## src/rtl/can_pkg.sv

```systemverilog
// Shared types and constants for the CAN receive frame sequencer.
package can_pkg;

  localparam int unsigned DefIdleBits = 11;
  localparam int unsigned DefEofBits  = 7;
  localparam int unsigned DefMaxBytes = 8;

  localparam int unsigned IdALen   = 11;
  localparam int unsigned IdBLen   = 18;
  localparam int unsigned DlcLen   = 4;
  localparam int unsigned CrcLen   = 15;
  localparam int unsigned StuffRun = 5;

  // Stuffed-region states are contiguous from StSof to StStuffTail.
  typedef enum logic [4:0] {
    StIdle, StWaitSof, StSof, StIdA, StSrr, StIde, StIdB, StRtr, StR1, StR0,
    StDlc, StData, StCrc, StStuffTail, StCrcDel, StAckSlot, StAckDel, StEof, StInter
  } rx_state_e;

  function automatic logic [3:0] dlc_clamp(input logic [3:0] dlc, input logic [3:0] max_bytes);
    return (dlc > max_bytes) ? max_bytes : dlc;
  endfunction

  function automatic logic [6:0] data_bits(input logic [3:0] bytes);
    return {bytes, 3'b000};
  endfunction

endpackage

```

## src/rtl/can_rx_run_tracker.sv

```systemverilog
// Tracks the run of equal raw bits forwarded to the destuffer and flags when
// the next raw bit must be a stuff bit.
module can_rx_run_tracker
  import can_pkg::*;
(
  input  logic clk,
  input  logic rst_n,
  input  logic valid_i,
  input  logic bit_i,
  input  logic start_i,
  output logic stuff_next_o
);

  logic [2:0] run_q, run_d;
  logic       last_q, last_d;

  always_comb begin
    run_d  = run_q;
    last_d = last_q;
    if (valid_i) begin
      last_d = bit_i;
      // A bit following a full run is the stuff bit and starts a new run.
      if (start_i || (run_q == 3'(StuffRun)) || (bit_i != last_q)) begin
        run_d = 3'd1;
      end else begin
        run_d = run_q + 3'd1;
      end
    end
  end

  always_ff @(posedge clk or negedge rst_n) begin
    if (!rst_n) begin
      run_q  <= 3'd0;
      last_q <= 1'b1;
    end else begin
      run_q  <= run_d;
      last_q <= last_d;
    end
  end

  assign stuff_next_o = (run_q == 3'(StuffRun));

endmodule

```

## src/rtl/can_rx_frame_sequencer.sv

```systemverilog
// CAN receive frame sequencer: gates raw bits into an external destuffer,
// walks the destuffed fields and checks the unstuffed fixed-form tail.
module can_rx_frame_sequencer
  import can_pkg::*;
#(
  parameter int unsigned IdleBits = DefIdleBits,
  parameter int unsigned EofBits  = DefEofBits,
  parameter int unsigned MaxBytes = DefMaxBytes
) (
  input  logic        clk,
  input  logic        rst_n,
  input  logic        rx_bit_i,
  input  logic        rx_valid_i,
  output logic        ds_rst_o,
  output logic        ds_bit_in_o,
  output logic        ds_bit_valid_o,
  input  logic        ds_bit_i,
  input  logic        ds_valid_i,
  input  logic        ds_err_i,
  output logic [28:0] rx_id_o,
  output logic        rx_ide_o,
  output logic        rx_rtr_o,
  output logic [3:0]  rx_dlc_o,
  output logic [63:0] rx_data_o,
  output logic [14:0] rx_crc_o,
  output logic        ack_slot_o,
  output logic        frame_ok_o,
  output logic        stuff_err_o,
  output logic        form_err_o,
  output logic        overload_o,
  output logic        busy_o
);

  rx_state_e   state_q, state_d;
  logic [6:0]  cnt_q, cnt_d;
  logic        ds_rst_q, ds_rst_d;
  logic [28:0] id_q, id_d;
  logic        ide_q, ide_d, rtr_q, rtr_d;
  logic [3:0]  dlc_q, dlc_d, dlc_next;
  logic [63:0] data_q, data_d;
  logic [14:0] crc_q, crc_d;
  logic        frame_ok_q, frame_ok_d, stuff_err_q, stuff_err_d;
  logic        form_err_q, form_err_d, overload_q, overload_d;
  logic        stuffed, form_viol, sof_start, stuff_next;
  logic [6:0]  data_len;

  assign dlc_next = {dlc_q[2:0], ds_bit_i};
  assign data_len = data_bits(dlc_clamp(dlc_q, 4'(MaxBytes)));
  assign stuffed  = state_q inside {[StSof:StStuffTail]};

  can_rx_run_tracker u_run_tracker (
    .clk          (clk),
    .rst_n        (rst_n),
    .valid_i      (ds_bit_valid_o),
    .bit_i        (rx_bit_i),
    .start_i      (state_q inside {StWaitSof, StInter}),
    .stuff_next_o (stuff_next)
  );

  always_comb begin
    state_d     = state_q;
    cnt_d       = cnt_q;
    ds_rst_d    = ds_rst_q;
    id_d        = id_q;
    ide_d       = ide_q;
    rtr_d       = rtr_q;
    dlc_d       = dlc_q;
    data_d      = data_q;
    crc_d       = crc_q;
    frame_ok_d  = 1'b0;
    stuff_err_d = 1'b0;
    form_err_d  = 1'b0;
    overload_d  = 1'b0;
    form_viol   = 1'b0;
    sof_start   = 1'b0;

    ds_bit_valid_o = 1'b0;
    if (state_q inside {[StSof:StCrc]}) begin
      ds_bit_valid_o = rx_valid_i;
    end else if (state_q == StWaitSof) begin
      ds_bit_valid_o = rx_valid_i & ~rx_bit_i;
    end else if (state_q == StStuffTail) begin
      ds_bit_valid_o = rx_valid_i & (cnt_q == 7'd0);
    end else if (state_q == StInter) begin
      ds_bit_valid_o = rx_valid_i & ~rx_bit_i & (cnt_q == 7'd2);
    end

    if (stuffed && ds_err_i) begin
      stuff_err_d = 1'b1;
      ds_rst_d    = 1'b1;
      state_d     = StIdle;
      cnt_d       = 7'd0;
    end else begin
      unique case (state_q)
        StIdle: if (rx_valid_i) begin
          if (!rx_bit_i) begin
            cnt_d = 7'd0;
          end else if (cnt_q == 7'(IdleBits - 1)) begin
            state_d  = StWaitSof;
            cnt_d    = 7'd0;
            ds_rst_d = 1'b0;
          end else begin
            cnt_d = cnt_q + 7'd1;
          end
        end
        StWaitSof: sof_start = rx_valid_i & ~rx_bit_i;
        StSof: if (ds_valid_i) begin
          state_d = StIdA;
          cnt_d   = 7'd0;
        end
        StIdA: if (ds_valid_i) begin
          id_d[5'd28 - cnt_q[4:0]] = ds_bit_i;
          cnt_d = cnt_q + 7'd1;
          if (cnt_q == 7'(IdALen - 1)) begin
            state_d = StSrr;
            cnt_d   = 7'd0;
          end
        end
        StSrr: if (ds_valid_i) begin
          rtr_d   = ds_bit_i;
          state_d = StIde;
        end
        StIde: if (ds_valid_i) begin
          ide_d   = ds_bit_i;
          state_d = ds_bit_i ? StIdB : StR0;
          cnt_d   = 7'd0;
        end
        StIdB: if (ds_valid_i) begin
          id_d[5'd17 - cnt_q[4:0]] = ds_bit_i;
          cnt_d = cnt_q + 7'd1;
          if (cnt_q == 7'(IdBLen - 1)) begin
            state_d = StRtr;
            cnt_d   = 7'd0;
          end
        end
        StRtr: if (ds_valid_i) begin
          rtr_d   = ds_bit_i;
          state_d = StR1;
        end
        StR1: if (ds_valid_i) state_d = StR0;
        StR0: if (ds_valid_i) begin
          state_d = StDlc;
          cnt_d   = 7'd0;
        end
        StDlc: if (ds_valid_i) begin
          dlc_d = dlc_next;
          cnt_d = cnt_q + 7'd1;
          if (cnt_q == 7'(DlcLen - 1)) begin
            cnt_d   = 7'd0;
            state_d = (rtr_q || (dlc_next == 4'd0)) ? StCrc : StData;
          end
        end
        StData: if (ds_valid_i) begin
          data_d[6'd63 - cnt_q[5:0]] = ds_bit_i;
          cnt_d = cnt_q + 7'd1;
          if (cnt_q == data_len - 7'd1) begin
            state_d = StCrc;
            cnt_d   = 7'd0;
          end
        end
        StCrc: if (ds_valid_i) begin
          crc_d = {crc_q[13:0], ds_bit_i};
          cnt_d = cnt_q + 7'd1;
          if (cnt_q == 7'(CrcLen - 1)) begin
            cnt_d = 7'd0;
            if (stuff_next) begin
              state_d = StStuffTail;
            end else begin
              state_d  = StCrcDel;
              ds_rst_d = 1'b1;
            end
          end
        end
        // cnt 0: forward the trailing stuff bit; cnt 1: its destuffer result slot.
        StStuffTail: if (cnt_q == 7'd0) begin
          if (rx_valid_i) cnt_d = 7'd1;
        end else begin
          state_d  = StCrcDel;
          cnt_d    = 7'd0;
          ds_rst_d = 1'b1;
        end
        StCrcDel: if (rx_valid_i) begin
          if (!rx_bit_i) form_viol = 1'b1;
          else state_d = StAckSlot;
        end
        StAckSlot: if (rx_valid_i) state_d = StAckDel;
        StAckDel: if (rx_valid_i) begin
          if (!rx_bit_i) form_viol = 1'b1;
          else begin
            state_d = StEof;
            cnt_d   = 7'd0;
          end
        end
        StEof: if (rx_valid_i) begin
          if (cnt_q == 7'(EofBits - 1)) begin
            frame_ok_d = 1'b1;
            state_d    = StInter;
            cnt_d      = 7'd0;
          end else if (!rx_bit_i) begin
            form_viol = 1'b1;
          end else begin
            cnt_d = cnt_q + 7'd1;
          end
        end
        StInter: if (rx_valid_i) begin
          if (!rx_bit_i) begin
            if (cnt_q == 7'd2) begin
              sof_start = 1'b1;
            end else begin
              overload_d = 1'b1;
              state_d    = StIdle;
              cnt_d      = 7'd0;
            end
          end else if (cnt_q == 7'd2) begin
            state_d = StWaitSof;
            cnt_d   = 7'd0;
          end else begin
            // Release the destuffer ahead of bit 3, which may be a SOF.
            if (cnt_q == 7'd1) ds_rst_d = 1'b0;
            cnt_d = cnt_q + 7'd1;
          end
        end
        default: state_d = StIdle;
      endcase
    end

    if (form_viol) begin
      form_err_d = 1'b1;
      ds_rst_d   = 1'b1;
      state_d    = StIdle;
      cnt_d      = 7'd0;
    end
    if (sof_start) begin
      state_d = StSof;
      cnt_d   = 7'd0;
      id_d    = '0;
      ide_d   = 1'b0;
      rtr_d   = 1'b0;
      dlc_d   = '0;
      data_d  = '0;
      crc_d   = '0;
    end
  end

  always_ff @(posedge clk or negedge rst_n) begin
    if (!rst_n) begin
      state_q     <= StIdle;
      cnt_q       <= '0;
      ds_rst_q    <= 1'b1;
      id_q        <= '0;
      ide_q       <= 1'b0;
      rtr_q       <= 1'b0;
      dlc_q       <= '0;
      data_q      <= '0;
      crc_q       <= '0;
      frame_ok_q  <= 1'b0;
      stuff_err_q <= 1'b0;
      form_err_q  <= 1'b0;
      overload_q  <= 1'b0;
    end else begin
      state_q     <= state_d;
      cnt_q       <= cnt_d;
      ds_rst_q    <= ds_rst_d;
      id_q        <= id_d;
      ide_q       <= ide_d;
      rtr_q       <= rtr_d;
      dlc_q       <= dlc_d;
      data_q      <= data_d;
      crc_q       <= crc_d;
      frame_ok_q  <= frame_ok_d;
      stuff_err_q <= stuff_err_d;
      form_err_q  <= form_err_d;
      overload_q  <= overload_d;
    end
  end

  assign ds_rst_o    = ds_rst_q;
  assign ds_bit_in_o = rx_bit_i;
  assign rx_id_o     = id_q;
  assign rx_ide_o    = ide_q;
  assign rx_rtr_o    = rtr_q;
  assign rx_dlc_o    = dlc_q;
  assign rx_data_o   = data_q;
  assign rx_crc_o    = crc_q;
  assign ack_slot_o  = (state_q == StAckSlot);
  assign frame_ok_o  = frame_ok_q;
  assign stuff_err_o = stuff_err_q;
  assign form_err_o  = form_err_q;
  assign overload_o  = overload_q;
  assign busy_o      = !(state_q inside {StIdle, StWaitSof});

endmodule

```

## config.mk

```make
export PLATFORM = sky130hd
export DESIGN_NAME = can_rx_frame_sequencer
export DESIGN_NICKNAME = d
export VERILOG_FILES = /design/src/rtl/can_pkg.sv /design/src/rtl/can_rx_run_tracker.sv /design/src/rtl/can_rx_frame_sequencer.sv
export SDC_FILE = /design/constraint.sdc
export NUM_CORES = 1
export LEC_CHECK = 0
export ABC_AREA = 1
export BUFFER_PORTS_ARGS = -buffer_cell sky130_fd_sc_hd__buf_2
export CORE_MARGIN = 2
export CORE_UTILIZATION = 35
export CTS_CLUSTER_SIZE = 20
export DETAILED_ROUTE_END_ITERATION = 10
export GPL_TIMING_DRIVEN = 0
export HOLD_SLACK_MARGIN = 0.15
export PLACE_DENSITY_LB_ADDON = 0.25
export SLEW_MARGIN = 30
export SYNTH_ARGS = -nofsm -noshare
export SYNTH_HDL_FRONTEND = slang
export SYNTH_SLANG_ARGS = --single-unit
```

## constraint.sdc

```tcl
create_clock -name clk -period 3.53 [get_ports clk]
set_clock_uncertainty 0.2 [all_clocks]
set_input_delay 0.706 -clock clk [delete_from_list [all_inputs] [get_ports clk]]
set_output_delay 0.706 -clock clk [all_outputs]
set_load 0.01 [all_outputs]
```

Word-level counts from Yosys, hierarchy flattened
Index checks and enable logic that the tools add are counted.
Word-level totals
  register bits: 135
  input bits: 7
  output and inout bits: 123
  logic and storage cells: 288
Operators by class
  add/subtract/negate cells: 6
  $lt $le $gt $ge: 10
  equal/unequal tests: 76
  muxes and demuxes: 141
  bitwise logic cells: 4
  reduce and logical (&&, ||, !) cells: 36
Operators with widths (count)
  $mux W64: 4
  $mux W7: 27
  $mux W5: 34
  $ne A5 B5 Y1 const B: 26
  $mux W29: 4
  $pmux W5 S19: 1
  $pmux W7 S11: 1
  $bwmux W64: 1
  $mux W15: 4
  $bwmux W29: 2
  $pmux W29 S2: 1
  $mux W1: 47
  $eq A5 B4 Y1 const B: 8
  $ne A4 B4 Y1 const B: 8
  $reduce_and A31 Y1: 1
  $mux W4: 6
  $eq A5 B3 Y1 const B: 4
  $ne A6 B6 Y1 const B: 3
  $reduce_bool A2 Y1: 8
  $eq A5 B5 Y1 const B: 3
  $reduce_and A15 Y1: 1
  $reduce_and A3 Y1: 5
  $eq A7 B2 Y1 const B: 2
  $eq A7 B4 Y1 const B: 2
  other kinds (49): 70

Logic depth before layout (Yosys ltp)
  depth in word-level cells: 10
  depth in mapped cells: 19
  mapped depth without buffers: 17

Modules after synthesis
Synthesis repeated with hierarchy kept, for this count alone.
Second synthesis, totals
  cell total of the unflattened synthesis: 1173
  area total of the unflattened synthesis: 8359.3 um^2
Modules (own cells, without submodules)
  can_rx_frame_sequencer: instances 1, cells each 1140, area an instance 8110.3 um^2, sequential area each 3279.4 um^2
  can_rx_run_tracker: instances 1, cells each 33, area an instance 249.0 um^2, sequential area each 101.3 um^2

Least setup slack after synthesis
Ideal clock, no wire load.
  path type: reg-to-output
  start: reg cnt_q[0]
  end: out ds_bit_valid_o
  arrival time: 1967 ps
  required time: 2624 ps
  slack: 657 ps
  cell stages (with the launch flop): 11
  path buffers: 3
  cell sequence: dfrtp_1 > buf_2 > inv_2 > clkbuf_1 > ha_1 > buf_2 > nand2_1 > nor2_2 > nand3_2 > and3_1 > nand2_1
Between the ends
  cells in the longest elaborated chain, start to end: 6
  elaborated cells between the ends (all ways): 8
  classes of those cells: eq/ne: 1; mux: 4; bitwise: 2; reduce/logical: 1
RTL lines
  start: declaration: RTL line can_rx_frame_sequencer.sv:35  | logic [6:0] cnt_q, cnt_d;
  start signal: assignment: RTL line can_rx_frame_sequencer.sv:262  | cnt_q <= cnt_d;
  $eq A7 B2 Y1: RTL line can_rx_frame_sequencer.sv:85  | ds_bit_valid_o = rx_valid_i & ~rx_bit_i & (cnt_q == 7'd2);
  $and A1 B1 Y1: RTL line can_rx_frame_sequencer.sv:85
  $mux W1: RTL line can_rx_frame_sequencer.sv:84  | end else if (state_q == StInter) begin
  $mux W1 (*): RTL line can_rx_frame_sequencer.sv:82  | end else if (state_q == StStuffTail) begin
  $mux W1 (*): RTL line can_rx_frame_sequencer.sv:80  | end else if (state_q == StWaitSof) begin
  $mux W1 (*): RTL line can_rx_frame_sequencer.sv:78  | if (state_q inside {[StSof:StCrc]}) begin
  end: declaration: RTL line can_rx_frame_sequencer.sv:16  | output logic ds_bit_valid_o,
Mark *: on every way between the ends. The rest lies on a longest branch, timed or not.

Worst setup path after layout
Same ends and word-level chain as after synthesis.

==> results.toml <==
[status]
status = "finished clean"

[synthesis]
yosysWarnings = 0
syn_area_per_cell_um2 = 6.879
synth_cells = 1221
synth_most_common_cell = "nand2_1"
seq_area_frac_synth_pct = 40.25
synth_edf_count = 0
ys_top_cells_by_count = "415 x nand2_1, 133 x dfrtp_1, 132 x inv_1"
synth_area_leader_cell = "dfrtp_1"
synth_top_area_share_pct = 39.62
syn_nets = 1240
synth.distinct_cells = 39
synth_area_leaders = "dfrtp_1 40%, nand2_1 19%, inv_1 5.9%"
ys.flop_type = "dfrtp_1"
syn_area_mm2 = 0.008399
async_flop_share_pct = 100.0
ys_ff_latch = 135

[cts]
path_clk_slew_ns = 0.06
cts_sinks = 135
numCtsBuffers = 17
cts_setup_buffers = 0
cts_tree = "built"
htree_levels = 4
cts-root-buf = "clkbuf_16"
clock_latency_ns = 0.43
cts_buffer_depth = 2

[die]
core_mm2 = 0.02354
dieArea_mm2 = 0.02525
initial_core_util_pct = 35.68
ios = 130
rows = 56
die_h_um = 158.9
die_w_um = 158.9

[timing]
fin_crit_sh_pct = 95.18
tns_ns = 0
setup_slack_ns = 0.1702
finalSetupViolCount = 0
worst_slew_pin_slew_ns = 0.6895
final-max-slew-violation-count = 0
slew_headroom_pct = 54.03
rsz0062_at_grt = "false"
hold_viol = 0
fmax_mhz = 297.6
fin_crit_ns = 3.360

[critical_path]
path_max_fanout = 20
cp_data_required_time_ns = 2.62
worstPathArrival_ns = 2.45
crit_chain = "buf_2 -> inv_8 -> ha_1 -> clkbuf_4 -> nand2_1 -> nor2_4 -> nand3_2 -> and3_1 -> nand2_2 -> buf_2"
critPathLaunchType = "register"
critPathSlowestCell = "dfrtp_1"
crit_type = "reg2out"
critical_path.most_common_cell = "buf_2"
cp_slowest_stage_delay_ns = 0.40
cp-end-kind = "output port"

[finish]
seqCellArea_mm2 = 0.003381
multiInputGateArea_mm2 = 0.004207
syn_to_final_growth_pct = 19.63
stdcell_area_mm2 = 0.01005
utilization_pct = 42.68
n_fill_cell = 2571
diodes = 0
drive_gt1_share_pct = 17.58
nNetsFinal = 1388

[place]
numPortBuffers = 128
hpwlAfterDp_um = 19810
detailed_place.area_mm2 = 0.009477
place_congestion = 0.9259
pre_cts_ws_ns = -0.1644

[route]
detail_route.vias_per_cell = 4.970
num_vias = 8454
routed_wl_um = 26670
drc = 0
initialDrtViolationCount = 614
post_drt_wl_per_cell_um = 15.68
drt_pass1_iterations = 5
ant_nets = 0

[grt]
overflow = 0
grt_pass1_wl_um = 42970
grt_antenna_before_repair = 0
grt_usage_pct = 21.21
grt_max_degree = 76
grt_pass1_vias = 8075

[flow_run]
drv_cap = 0

[power_and_ir_drop]
leakage_nw = 5.701
p_total_mw = 6.356
max-vdd-ir-drop_mv = 0.3916
p_per_area_mw_per_mm2 = 632.6

[worst_hold_path]
hp-class = "reg2reg"
worst max-delay path, delay by kind of cell, from the launching register on:
kind,cells,cell delay (ns)
fa+ha+maj,1,0.16
flops,1,0.40
buf+inv,4,0.73
simple gates,5,0.72
flip-flops by register name, summed over array words and instances, names as in the netlist:
register and cells:
overload_o 1, ds_rst_o 1, rx_dlc_o 4, rx_ide_o 1
form_err_o 1, cnt_q 7, stuff_err_o 1, rx_id_o 29
u_run_tracker.run_q 3, u_run_tracker.last_q 1, frame_ok_o 1, state_q 5
rx_rtr_o 1, rx_crc_o 15, rx_data_o 64
power by group:
part / leakage (nW) / total [mW] / switching [mW] / internal, mW
Combinational: 3.59 / 2.78 / 1.96 / 0.822
Sequential: 1.85 / 1.89 / 0.142 / 1.75
Clock: 0.266 / 1.69 / 0.745 / 0.940
layout by cell type (no fill, tap or decap), types with 12 or more instances in the layout:
cell type and n:
nand3_1 61, inv_1 132, clkbuf_1 24, o22ai_1 23, dfrtp_1 133, nand4_1 50, clkbuf_16 17, ha_1 12
nor2_1 100, inv_2 13, o21ai_0 98, buf_2 142, a21oi_1 34, o21ai_1 15, nand2_1 414
through the flow:
stage          hold slack, ns  std cells
3_3_place_gp           0.2516       1668
3_5_place_dp           0.2567       1669
5_1_grt                0.2974       1701
6_report               0.2669       1701
4_1_cts                0.2714       1701
2_1_floorplan          0.2104       1221
logic make-up (layout without fill, tap and decap cells):
family	count (synthesis)	count (layout)	synth area share, %
AO/OA/AOI/OAI	187	187	12.01
AND/OR/NAND/NOR	676	676	34.86
adder cells (fa/ha/maj)	12	12	1.788
flip-flops	135	135	40.25
XOR/XNOR	12	12	1.341
buffers and inverters	199	360	9.757
worst paths after layout:
| kind | start | endpoint | slack [ns] | depth (start not counted) |
|---|---|---|---|---|
| setup reg to reg | cnt_q[0] | state_q[1] | 0.44 | 13 |
| min in group asynchronous | rst_n | rx_id_o[16] | 0.66 | 2 |
| hold / removal | rx_id_o[8] | rx_id_o[8] | 0.27 | 2 |
| hold reg to reg | rx_id_o[8] | rx_id_o[8] | 0.27 | 2 |
| max in group asynchronous | rst_n | rx_data_o[25] | 1.74 | 3 |
| setup / recovery | cnt_q[0] | ds_bit_valid_o | 0.17 | 10 |
cell type report:
class | instances | share of cell area [%]
inverters | 146 | 5.529
repair buffers | 130 | 6.848
well taps | 319 | 3.972
multi-input cells | 887 | 41.86
clock buffers | 19 | 4.508
plain buffers | 52 | 2.690
flip-flops and latches | 135 | 33.64
clock inverters | 13 | 0.9463
routing by layer:
| metal | vias to the layer above | track usage, % | share of wire (%) |
|---|---|---|---|
| met5 | - | 0 | 0 |
| met4 | 0 | 7.231 | 2.0 |
| met3 | 33 | 4.833 | 6.4 |
| met2 | 244 | 33.56 | 45 |
| met1 | 3947 | 28.71 | 46 |
| li1 | 4230 | - | - |
timing repair:
action	4_1_cts	5_1_grt
setup endpoints to repair	39	1
resized for setup	3	3
hold buffers	1	0
hold endpoints to repair	72	0
(Power assumes the default switching activity.)
